### config.mk
export PLATFORM = sky130hd
export DESIGN_NAME = dac_output
export DESIGN_NICKNAME = d
export VERILOG_FILES = /design/src/rtl/dac_output_pkg.sv /design/src/rtl/dac_sclk_divider.sv /design/src/rtl/dac_output.sv
export SDC_FILE = /design/constraint.sdc
export NUM_CORES = 1
export LEC_CHECK = 0
export CORE_ASPECT_RATIO = 1.4
export CORE_MARGIN = 2
export CORE_UTILIZATION = 59
export DETAILED_ROUTE_END_ITERATION = 12
export PLACE_DENSITY = 0.84
export SLEW_MARGIN = 20
export SYNTH_ARGS = -nofsm -noshare
export SYNTH_HDL_FRONTEND = slang
export SYNTH_SLANG_ARGS = --single-unit
### constraint.sdc
create_clock -name dataclk -period 3.03 [get_ports dataclk]
set_input_delay 0.606 -clock dataclk [delete_from_list [all_inputs] [get_ports dataclk]]
set_output_delay 0.606 -clock dataclk [all_outputs]
set_load 0.05 [all_outputs]
### src/rtl/dac_output_pkg.sv
// Shared types and constants for the AD5662-class serial DAC driver.
// The optional pending-frame slot is enabled with DAC_OUTPUT_DOUBLE_BUFFER_EN.
package dac_output_pkg;

  localparam int unsigned FRAME_BITS  = 24;
  localparam int unsigned DATA_BITS   = 16;
  localparam int unsigned PD_BITS     = 2;
  localparam int unsigned PD_BITS_POS = 16;
  localparam int unsigned BIT_CNT_W   = 5;
  localparam int unsigned DIV_W       = 8;

  // Power-down encodings carried in PD[1:0]
  localparam logic [PD_BITS-1:0] PD_NORMAL   = 2'b00;
  localparam logic [PD_BITS-1:0] PD_1K       = 2'b01;
  localparam logic [PD_BITS-1:0] PD_100K     = 2'b10;
  localparam logic [PD_BITS-1:0] PD_TRISTATE = 2'b11;

  typedef enum logic [2:0] {
    IDLE  = 3'd0,
    SETUP = 3'd1,
    SHIFT = 3'd2,
    HOLD  = 3'd3,
    GAP   = 3'd4
  } state_t;

  // One frame request as captured from the input ports
  typedef struct packed {
    logic [PD_BITS-1:0]   pd;
    logic [DATA_BITS-1:0] value;
  } frame_req_t;

  // Assemble the on-wire word: leading zeros, PD bits, then the DAC code
  function automatic logic [FRAME_BITS-1:0] build_frame(input frame_req_t req);
    return {{(FRAME_BITS - PD_BITS_POS - PD_BITS){1'b0}}, req.pd, req.value};
  endfunction

endpackage

### src/rtl/dac_sclk_divider.sv
// Half-period tick generator: counts 0..CLK_DIV-1 and ticks on the last count.
module dac_sclk_divider
  import dac_output_pkg::*;
#(
  parameter int unsigned CLK_DIV = 2
) (
  input  logic dataclk,
  input  logic reset,
  input  logic clear,
  output logic tick_c
);

  localparam logic [DIV_W-1:0] LAST_CNT = DIV_W'(CLK_DIV - 1);

  logic [DIV_W-1:0] count_q;

  assign tick_c = (count_q == LAST_CNT);

  // Free-running divider, restarted whenever the FSM enters a new state
  always_ff @(posedge dataclk or posedge reset) begin
    if (reset) begin
      count_q <= '0;
    end else if (clear || tick_c) begin
      count_q <= '0;
    end else begin
      count_q <= count_q + 1'b1;
    end
  end

endmodule

### src/rtl/dac_output.sv
// Serial frame driver for an AD5662-class DAC (SYNC/SCLK/DIN, 24-bit frames).
// Define DAC_OUTPUT_DOUBLE_BUFFER_EN to accept a one-deep pending frame while busy.
module dac_output
  import dac_output_pkg::*;
#(
  parameter int unsigned CLK_DIV = 2
) (
  input  logic                 dataclk,
  input  logic                 reset,
  input  logic                 start,
  input  logic [DATA_BITS-1:0] dac_value,
  input  logic [PD_BITS-1:0]   power_down,
  output logic                 busy,
  output logic                 done,
  output logic                 DAC_SYNC,
  output logic                 DAC_SCLK,
  output logic                 DAC_DIN
);

  localparam logic [BIT_CNT_W-1:0] LAST_BIT = BIT_CNT_W'(FRAME_BITS - 1);

  state_t                  state_q, state_d;
  logic [FRAME_BITS-1:0]   shreg_q, shreg_d;
  logic [BIT_CNT_W-1:0]    bit_q, bit_d;
  logic                    low_q, low_d;
  logic                    busy_d, done_d, sync_d, sclk_d, din_d;
  logic                    tick_c;
  logic                    div_clear_c;
  frame_req_t              in_req_c;

`ifdef DAC_OUTPUT_DOUBLE_BUFFER_EN
  frame_req_t              pend_q, pend_d;
  logic                    pend_valid_q, pend_valid_d;
`endif

  assign in_req_c    = '{pd: power_down, value: dac_value};
  assign div_clear_c = (state_d != state_q);

  dac_sclk_divider #(
    .CLK_DIV (CLK_DIV)
  ) u_div (
    .dataclk (dataclk),
    .reset   (reset),
    .clear   (div_clear_c),
    .tick_c  (tick_c)
  );

  // State, shift data and registered pin values
  always_ff @(posedge dataclk or posedge reset) begin
    if (reset) begin
      state_q  <= IDLE;
      shreg_q  <= '0;
      bit_q    <= '0;
      low_q    <= 1'b0;
      busy     <= 1'b0;
      done     <= 1'b0;
      DAC_SYNC <= 1'b1;
      DAC_SCLK <= 1'b1;
      DAC_DIN  <= 1'b0;
    end else begin
      state_q  <= state_d;
      shreg_q  <= shreg_d;
      bit_q    <= bit_d;
      low_q    <= low_d;
      busy     <= busy_d;
      done     <= done_d;
      DAC_SYNC <= sync_d;
      DAC_SCLK <= sclk_d;
      DAC_DIN  <= din_d;
    end
  end

`ifdef DAC_OUTPUT_DOUBLE_BUFFER_EN
  // Pending frame slot written by start requests that arrive while busy
  always_ff @(posedge dataclk or posedge reset) begin
    if (reset) begin
      pend_q       <= '0;
      pend_valid_q <= 1'b0;
    end else begin
      pend_q       <= pend_d;
      pend_valid_q <= pend_valid_d;
    end
  end
`endif

  // Next-state, frame sequencing and next pin values
  always_comb begin
    state_d = state_q;
    shreg_d = shreg_q;
    bit_d   = bit_q;
    low_d   = low_q;
    done_d  = 1'b0;

`ifdef DAC_OUTPUT_DOUBLE_BUFFER_EN
    pend_d       = pend_q;
    pend_valid_d = pend_valid_q;
    // Latest request while busy overwrites the slot
    if (start && (state_q != IDLE)) begin
      pend_d       = in_req_c;
      pend_valid_d = 1'b1;
    end
`endif

    case (state_q)
      IDLE: begin
        if (start) begin
          state_d = SETUP;
          shreg_d = build_frame(in_req_c);
          bit_d   = '0;
          low_d   = 1'b0;
        end
      end
      SETUP: begin
        if (tick_c) begin
          state_d = SHIFT;
          bit_d   = '0;
          low_d   = 1'b0;
        end
      end
      SHIFT: begin
        if (tick_c) begin
          if (!low_q) begin
            low_d = 1'b1;
          end else if (bit_q == LAST_BIT) begin
            state_d = HOLD;
            low_d   = 1'b0;
          end else begin
            bit_d   = bit_q + 1'b1;
            low_d   = 1'b0;
            shreg_d = {shreg_q[FRAME_BITS-2:0], 1'b0};
          end
        end
      end
      HOLD: begin
        if (tick_c) begin
          state_d = GAP;
        end
      end
      GAP: begin
        if (tick_c) begin
          done_d  = 1'b1;
          state_d = IDLE;
`ifdef DAC_OUTPUT_DOUBLE_BUFFER_EN
          if (pend_valid_d) begin
            state_d      = SETUP;
            shreg_d      = build_frame(pend_d);
            bit_d        = '0;
            low_d        = 1'b0;
            pend_valid_d = 1'b0;
          end
`endif
        end
      end
      default: begin
        state_d = IDLE;
      end
    endcase

    busy_d = (state_d != IDLE);
    sync_d = !((state_d == SETUP) || (state_d == SHIFT) || (state_d == HOLD));
    sclk_d = !((state_d == SHIFT) && low_d);
    din_d  = ((state_d == SETUP) || (state_d == SHIFT)) ? shreg_d[FRAME_BITS-1] : 1'b0;
  end

endmodule

# [Yosys cells after proc, flatten, opt, wreduce, memory -nomap -nowiden]
# Cells that the tools add are included.
[totals] inputBits=21 out_inout_bits=5 wordCells=68 regBits=46
[classes] n_reduce_logical=12 n_eq_ne=15 mux=28 addsub=2
[ops] operator="two-way mux 24 bit" count=4
[ops] operator="one-hot mux 24 bit (2 select lines)" count=1
[ops] operator="two-way mux 5 bit" count=5
[ops] operator="two-way mux 3 bit" count=7
[ops] operator="one-hot mux 3 bit (5 select lines)" count=1
[ops] operator="one-hot mux 5 bit (3 select lines)" count=1
[ops] operator="equality test 3 x 2 -> 1 bit (second input constant)" count=4
[ops] operator="adder 8 x 1 -> 8 bit (second input constant)" count=1
[ops] operator="equality test 8 x 1 -> 1 bit (second input constant)" count=1
[ops] operator="two-way mux 8 bit" count=1
[ops] operator="two-way mux 1 bit" count=7
[ops] operator="equality test 3 x 1 -> 1 bit (second input constant)" count=2
[ops] operator="!= test 2 bit (second input constant)" count=3
[ops] operator="AND reduction 6 bit" count=1
[ops] operator="nonzero test 3 bit" count=2
[ops] operator="adder 5 x 1 -> 5 bit (second input constant)" count=1
[ops] operator="equality test 5 bit (second input constant)" count=1
[ops] operator="AND reduction 5 bit" count=1
[ops] operator="!= test 2 x 1 -> 1 bit (second input constant)" count=2
[ops] operator="equality test 3 bit (second input constant)" count=1
[ops] operator="zero test 3 bit" count=1
[ops] operator="logical OR 1 bit" count=3
[ops] operator="!= test 3 bit" count=1
[ops] operator="one-hot mux 1 bit (3 select lines)" count=1
[ops] operator="other kinds (3)" count=4

# [Logic depth before layout (Yosys ltp)]
# Gate-level depths: netlist of the first run.
[depth] depth_word=9 ltp_mapped=10 mapped_depth_nobuf=10

# [Modules after synthesis]
# From an unflattened synthesis of the first run, not the netlist that was laid out.
[unflattened] hier_cells=216 area_unflattened_um2=2220.9
[by_module_without_submodules] module="dac_output" area_per_inst_um2=1809.2 cells_per_inst=176 n_inst=1 seq_area_each_um2=953.4
[by_module_without_submodules] module="dac_sclk_divider" area_per_inst_um2=411.6 cells_per_inst=40 n_inst=1 seq_area_each_um2=200.2

# [Least setup slack after synthesis of the first run]
# Ideal clock, no wire load.
[synth_timing] path_type="reg-to-reg" startpoint="reg u_div.count_q[1]" endpoint="reg DAC_SCLK" period_less_slack_ns=1.950 t_required_ns=2.937 path_slack_ns=1.080 path_stages_with_launch=11 setup_time_ns=0.093 arrival_ns=1.857 n_path_buf=0 path_cell_list="dfrtp_1 inv_1 ha_1 nor4b_4 and2_1 inv_1 ha_1 nor3b_1 a21oi_1 o22ai_1 nand4_1"
[synth_via] elab_cells_between_ends=12 classes_between="eq/ne (2); mux (8); reduce/logical (2)"
[synth_lines] element="start: declaration" line="dac_sclk_divider.sv:15" rtl="logic [DIV_W-1:0] count_q;"
[synth_lines] element="start signal: assignment" line="dac_sclk_divider.sv:26" rtl="count_q <= count_q + 1'b1;"
[synth_lines] element="equality test 8 x 1 -> 1 bit (*)" line="dac_sclk_divider.sv:17" rtl="assign tick_c = (count_q == LAST_CNT);"
[synth_lines] element="two-way mux 1 bit (on tied branches)" line="dac_output.sv:121, dac_output.sv:114"
[synth_lines] element="one-hot mux 1 bit (3 select lines) (*)" line="dac_output.sv:104" rtl="case (state_q)"
[synth_lines] element="net low_d" line="dac_output.sv:25" rtl="logic low_q, low_d;"
[synth_lines] element="logical AND 1 bit (*)" line="dac_output.sv:161" rtl="sclk_d = !((state_d == SHIFT) && low_d);"
[synth_lines] element="zero test 1 bit (*)" line="dac_output.sv:161"
[synth_lines] element="net sclk_d" line="dac_output.sv:26" rtl="logic busy_d, done_d, sync_d, sclk_d, din_d;"
[synth_lines] element="end signal: assignment" line="dac_output.sv:68" rtl="DAC_SCLK <= sclk_d;"
[synth_lines] element="end: declaration" line="dac_output.sv:16" rtl="output logic DAC_SCLK,"
# Mark *: on every way through the listed nets, which the timed path passes. The rest lies on a longest branch.
# A chain may end at the register's enable or synchronous reset.

# [Worst setup path in the final report of the first run]
# Same ends and word-level chain as after synthesis.

==> results.py, run 1 <==
metrics = {
    "run_status": {
        "status": "completed",
    },
    "power": {
        "p_int_uw": 795,
        "p_total_mw": 1.01,
        "pwr-share-clk_pct": 35.1,
        "p_leak_nw": 1.20,
        "pwr-share-comb_pct": 4.1,
        "p_per_area_nw_per_um2": 404,
        "ir_worst_vdd_mv": 0.338,
        "switching_share_pct": 21.3,
        "p_seq_share_pct": 60.7,
        "p_switching_uw": 215,
    },
    "timing": {
        "drv_slew": 0,
        "worst_slew_pin_slew_ns": 0.807,
        "timing.final.crit_share_pct": 74.9,
        "setup_viol": 0,
        "max_slew_margin_pct": 45.9,
        "final.setup.tns_ns": 0,
        "max_freq_mhz": 440,
        "clock_skew_ns": 0.00322,
        "whs_ns": 0.501,
        "hold_viol": 0,
        "period_minus_slack_ns": 2.27,
        "rsz0062_at_grt": "no",
    },
    "detailed_routing": {
        "ant_nets": 0,
        "vias_per_cell": 6.30,
        "drc": 0,
        "drtIter0Drc": 55,
        "routed_wirelength_microns": 4640,
        "wl_per_cell_microns": 17.4,
        "firstDrtPassIters": 4,
        "vias": 1681,
    },
    "clocking": {
        "post-cts-setup-buffers": 0,
        "cts_root_buffer": "clkbuf_8",
        "cts_buffers": 5,
        "clk_latency_ns": 0.30,
        "cts_sinks": 46,
        "clk_pin_slew_worst_paths_ns": 0.08,
        "cts_tree": "built",
        "h-tree-depth": 2,
        "cts_resized": 0,
        "ctsHoldBuffers": 0,
        "ctsLongestPathBuffers": 2,
    },
    "min_path": {
        "hold_path_class": "flop to flop",
        "min_from": "u_div.count_q[0]",
        "min_to": "u_div.count_q[0]",
        "min_path_cells": 1,
    },
    "setup_path": {
        "required_ns": 3.24,
        "start_kind": "flop",
        "crit_fanout": 5,
        "r2r-start": "u_div.count_q[1]",
        "startpoint": "u_div.count_q[1]",
        "critical_path.max_stage_delay_ns": 0.40,
        "setup.worst_path.class": "flop to flop",
        "reg2reg_to": "DAC_SCLK",
        "endpoint_kind": "flop",
        "worst-path-stages": 10,
        "critPathBufInv": 2,
        "path_delay_family": "simple AND/OR/NAND/NOR gates",
        "slowest_stage": "dfrtp_1",
        "rrSetupSlack_ns": 0.76,
        "worst_ep_arrival_time_ns": 2.48,
        "path_cells": "inv_1, ha_1, nor4b_4, and2_1, inv_1, ha_1, nor3b_1, a21oi_1, o22ai_1, nand4_1",
        "rr_worst_depth": 10,
    },
    "layout": {
        "fill_cells": 280,
        "final_layout_size_suffix_gt1_share_pct": 8.44,
        "final_nets": 250,
        "final_cell_mix": "dfrtp_1, clkdlybuf4s50_1, nand2_1, and3_1, a221o_1",
        "stdcell_area_sq_um": 2500,
        "final_common_cell": "dfrtp_1",
        "n_antenna_cell": 0,
        "syn_to_final_growth_pct": 15.9,
    },
    "global_routing": {
        "overflow": 0,
        "grt_usage_pct": 25.9,
        "antenna_found_initial": 0,
        "grt_max_degree": 25,
        "grt_pass1_vias": 1697,
        "grt_pass1_wl_microns": 7660,
    },
    "place": {
        "place_hpwl_microns": 3220,
        "place_congestion": 0.874,
        "portBuffers": 25,
        "placed_area_sq_um": 2420,
    },
    "logic_synthesis": {
        "syn_area_per_cell_sq_um": 10.7,
        "synth_top_area_cell": "dfrtp_1",
        "syn_area_sq_um": 2160,
        "yosys_warnings": 0,
        "syn_inst": 201,
        "yosys.cell_types.count": 42,
        "synthesis.nets": 226,
        "async_flop_share_pct": 100,
        "yosysTopAreaCellShare_pct": 51.0,
        "ys_seq_area_share_pct": 53.4,
        "synth_edf_count": 0,
        "ys.flop_type": "dfrtp_1",
        "synth-seq-cells": 46,
        "ys_top_cells_by_area": "dfrtp_1, a221o_1, and3_1",
    },
    "die": {
        "coreArea_sq_um": 3580,
        "initial_core_util_pct": 60.3,
        "die_area_sq_um": 4160,
        "row_count": 26,
        "pin_count": 26,
        "die_h_microns": 75.6,
        "die_x_microns": 55.1,
    },
    "flow_run": {
        "drv_cap": 0,
    },
}
[cell families after synthesis]
group,synth area share (%)
flip-flops,53.4
multiplexers,0.928
adder cells (fa/ha/maj),2.32
AND/OR/NAND/NOR,21.3
buffers and inverters,4.06
XOR/XNOR,2.43
AO/OA/AOI/OAI,15.5
[power by group through the flow]
stage	Clock (mW)	Combinational, mW	Sequential [mW]
2_1_floorplan	0	0.0116	0.626
3_3_place_gp	0	0.0414	0.626
3_5_place_dp	0	0.0423	0.626
4_1_cts	0.365	0.0427	0.613
5_1_grt	0.392	0.0463	0.614
6_report	0.355	0.0415	0.613
[synth_stat cells, types with 2 or more instances]
| cell type | instances |
|---|---|
| o21ai_0 | 7 |
| buf_2 | 4 |
| and2_1 | 3 |
| a21oi_1 | 2 |
| clkbuf_1 | 4 |
| nor2_1 | 13 |
| xor2_1 | 4 |
| a221o_1 | 17 |
| nor3_2 | 2 |
| nand3_1 | 6 |
| xnor2_1 | 2 |
| buf_4 | 2 |
| a31oi_1 | 5 |
| nand2_1 | 24 |
| o22ai_1 | 3 |
| dfstp_2 | 2 |
| inv_1 | 7 |
| or2_2 | 2 |
| and3_1 | 19 |
| mux2i_1 | 2 |
| a41oi_1 | 2 |
| nand4_1 | 3 |
| dfrtp_1 | 44 |
| ha_1 | 4 |
[sequential cells by signal, summed over array words and instances (netlist names)]
register and count:
DAC_SCLK 1, busy 1, DAC_DIN 1, low_q 1
bit_q 5, state_q 3, DAC_SYNC 1, done 1
u_div.count_q 8, shreg_q 24
[per-stage QoR]
stage	utilization (%)	setup WS (ns)	instances
floorplan	-	1.08	201
global placement	67.7	0.683	260
detailed placement	67.7	0.565	260
CTS	69.9	0.748	267
global route	69.9	0.576	267
finish	69.9	0.760	267
[cell type report]
class | instances | area, sq um | share of cell area (%)
clock inverters | 1 | 7.51 | 0.300
well taps | 42 | 52.6 | 2.10
repair buffers | 28 | 273 | 10.9
multi-input cells | 137 | 917 | 36.7
flip-flops and latches | 46 | 1150 | 46.1
clock buffers | 6 | 72.6 | 2.90
inverters | 7 | 26.3 | 1.05
[how the worst max path moves through the flow]
| stage | endpoint | slack (ns) |
|---|---|---|
| floorplan | DAC_SCLK | 1.08 |
| global placement | bit_q[1] | 0.68 |
| detailed placement | u_div.count_q[2] | 0.56 |
| CTS | DAC_SCLK | 0.75 |
| global route | DAC_SCLK | 0.58 |
| finish | DAC_SCLK | 0.76 |
[routing by layer]
layer / GRT usage, % / routed length [microns]
met1: 30.9 / 1820
met2: 43.5 / 2430
met3: 5.10 / 258
met4: 13.3 / 126
met5: 0 / 0
Note: power is estimated with default switching activity, not from simulation.
==> run 2: changes to the inputs <==
CORE_UTILIZATION = 55   (was 59)
PLACE_DENSITY = 0.79   (was 0.84)
clock period = 2.2 ns   (was 3.03 ns; I/O delays follow)
==> results.py, run 2 (synthesized netlist as in run 1, its figures left out) <==
metrics = {
    "timing": {
        "timing.final.crit_share_pct": 93.7,
        "drv_slew": 0,
        "clock_skew_ns": 0.0102,
        "period_minus_slack_ns": 2.06,
        "setup_viol": 0,
        "final.setup.tns_ns": 0,
        "worst_slew_pin_slew_ns": 0.609,
        "hold_viol": 0,
        "max_freq_mhz": 485,
        "max_slew_margin_pct": 59.2,
        "rsz0062_at_grt": "no",
    },
    "setup_path": {
        "rrSetupSlack_ns": 0.14,
        "rr_worst_depth": 10,
        "critical_path.max_stage_delay_ns": 0.40,
        "required_ns": 2.41,
        "reg2reg_to": "DAC_SCLK",
        "start_kind": "flop",
        "worst_ep_arrival_time_ns": 2.27,
        "slowest_stage": "dfrtp_1",
        "critPathBufInv": 2,
        "path_delay_family": "simple AND/OR/NAND/NOR gates",
        "crit_fanout": 5,
        "setup.worst_path.class": "flop to flop",
        "r2r-start": "u_div.count_q[1]",
        "endpoint_kind": "flop",
        "path_cells": "inv_1, ha_1, nor4b_4, and2_1, inv_1, ha_1, nor3b_2, a21oi_1, o22ai_2, nand4_1",
    },
    "place": {
        "place_congestion": 0.930,
        "place_hpwl_microns": 3170,
        "dpl.cell_count": 265,
        "portBuffers": 25,
    },
    "clocking": {
        "h-tree-depth": 2,
        "cts_tree": "built",
        "cts_buffers": 5,
        "clk_latency_ns": 0.30,
        "ctsLongestPathBuffers": 2,
        "cts_sinks": 46,
        "clk_pin_slew_worst_paths_ns": 0.08,
        "cts_root_buffer": "clkbuf_8",
        "ctsHoldBuffers": 0,
    },
    "flow_run": {
        "drv_cap": 0,
    },
    "layout": {
        "final_common_cell": "dfrtp_1",
        "final_nets": 255,
        "largest_register": "shreg_q",
        "fin_cells": 273,
        "syn_to_final_growth_pct": 19.5,
        "fill_cells": 288,
        "final_cell_mix": "dfrtp_1, clkdlybuf4s50_1, nand2_1, and3_1, a221o_1",
        "reg_top3": "shreg_q: 24 flops, u_div.count_q: 8 flops, bit_q: 5 flops",
        "register_area_sq_um": 1150,
        "multi_input_area_sq_um": 928,
        "n_antenna_cell": 0,
        "final_layout_size_suffix_gt1_share_pct": 12.1,
        "largest_reg_flops": 24,
    },
    "power": {
        "p_per_area_nw_per_um2": 583,
        "pwr-share-clk_pct": 40.0,
        "ir_worst_vdd_mv": 0.507,
        "p_switching_uw": 292,
        "pwr-share-comb_pct": 3.9,
        "p_int_mw": 1.21,
        "p_seq_share_pct": 56.2,
        "switching_share_pct": 19.4,
        "p_leak_nw": 1.25,
    },
    "detailed_routing": {
        "ant_nets": 0,
        "wl_per_cell_microns": 16.2,
        "vias_per_cell": 6.04,
        "vias": 1650,
        "drtIter0Drc": 94,
        "firstDrtPassIters": 4,
        "drc": 0,
        "routed_wirelength_microns": 4420,
    },
    "die": {
        "pin_count": 26,
        "die_area_sq_um": 4450,
        "row_count": 26,
        "initial_core_util_pct": 58.2,
        "die_h_microns": 78.1,
        "coreArea_sq_um": 3710,
        "die_x_microns": 56.9,
    },
    "global_routing": {
        "grt_usage_pct": 21.8,
        "antenna_found_initial": 0,
        "overflow": 0,
        "grt_pass1_vias": 1650,
        "grt_max_degree": 47,
        "grt_pass1_wl_microns": 7530,
    },
    "min_path": {
        "min_to": "shreg_q[22]",
        "hold_path_class": "flop to flop",
        "min_path_cells": 2,
        "min_from": "shreg_q[21]",
    },
    "run_status": {
        "status": "completed",
    },
}
## run 2: cell count changes in the layout (fill, tap and decap cells not counted), sizes merged
| cell | before | now |
|---|---|---|
| clkinv | 1 | 3 |
| bufinv | 0 | 1 |
| clkinvlp | 1 | 0 |
| buf | 3 | 8 |
| clkbuf | 6 | 5 |
## run 2: area by class of cell
type / instances / share of cell area (%)
multi-input combinational: 137 / 36.0
clock buffer: 5 / 2.67
inverter: 7 / 1.02
timing repair buffer: 33 / 12.0
tap: 42 / 2.04
clock inverter: 3 / 1.55
sequential: 46 / 44.7
## run 2: power groups by stage
stage / clock network, mW / logic (mW) / registers (mW)
final: 0.601 / 0.0582 / 0.845
after global routing: 0.657 / 0.0646 / 0.845
after CTS: 0.617 / 0.0592 / 0.845
after detailed placement: 0 / 0.0586 / 0.862
after global placement: 0 / 0.0572 / 0.862
after floorplan: 0 / 0.0159 / 0.862
## run 2: worst max path at each step
| stage | start | end | slack, ns | cells after the start |
|---|---|---|---|---|
| after global routing | u_div.count_q[1] | DAC_SCLK | 0.008 | 10 |
| after detailed placement | u_div.count_q[1] | DAC_SCLK | 0.08 | 10 |
| after global placement | u_div.count_q[1] | DAC_SCLK | 0.24 | 10 |
| after CTS | u_div.count_q[1] | DAC_SCLK | 0.05 | 10 |
| final | u_div.count_q[1] | DAC_SCLK | 0.14 | 10 |
| after floorplan | u_div.count_q[1] | DAC_SCLK | 0.25 | 10 |
## run 2: stage by stage
stage          cell area [sq um]  setup slack [ns]  power [mW]  utilization [%]  hold WS (ns)
3_5_place_dp                2460            0.0795       0.920             66.3         0.477
5_1_grt                     2580           0.00781        1.57             69.6         0.514
3_3_place_gp                2460             0.236       0.919             66.3         0.462
4_1_cts                     2570            0.0464        1.52             69.3         0.493
2_1_floorplan               2160             0.250       0.878                -         0.450
6_report                    2580             0.138        1.50             69.6         0.490
## run 2: routing by layer
layer,vias up,share of wire (%),track usage (%)
met2,30,54,37.6
li1,790,-,-
met3,5,4.2,6.26
met5,-,0,0
met1,825,40,25.5
met4,0,0.93,7.67
## run 2: worst min-delay path: stages, from the launching register on
cell     delay (ns)
dfrtp_1        0.35
nand2_1        0.05
o21ai_0        0.06
## run 2: timing repair
| action | 4_1_cts | 5_1_grt |
|---|---|---|
| hold endpoints to repair | 0 | 0 |
| gates resized for setup | 0 | 2 |
| buffers inserted | 0 | 0 |
| setup endpoints to repair | 0 | 1 |
==> run 3: changes to the inputs <==
SLEW_MARGIN = default   (was 20)
==> results of run 3 <==
Same layout as run 2: the final DEF is identical, and so are final timing and power.
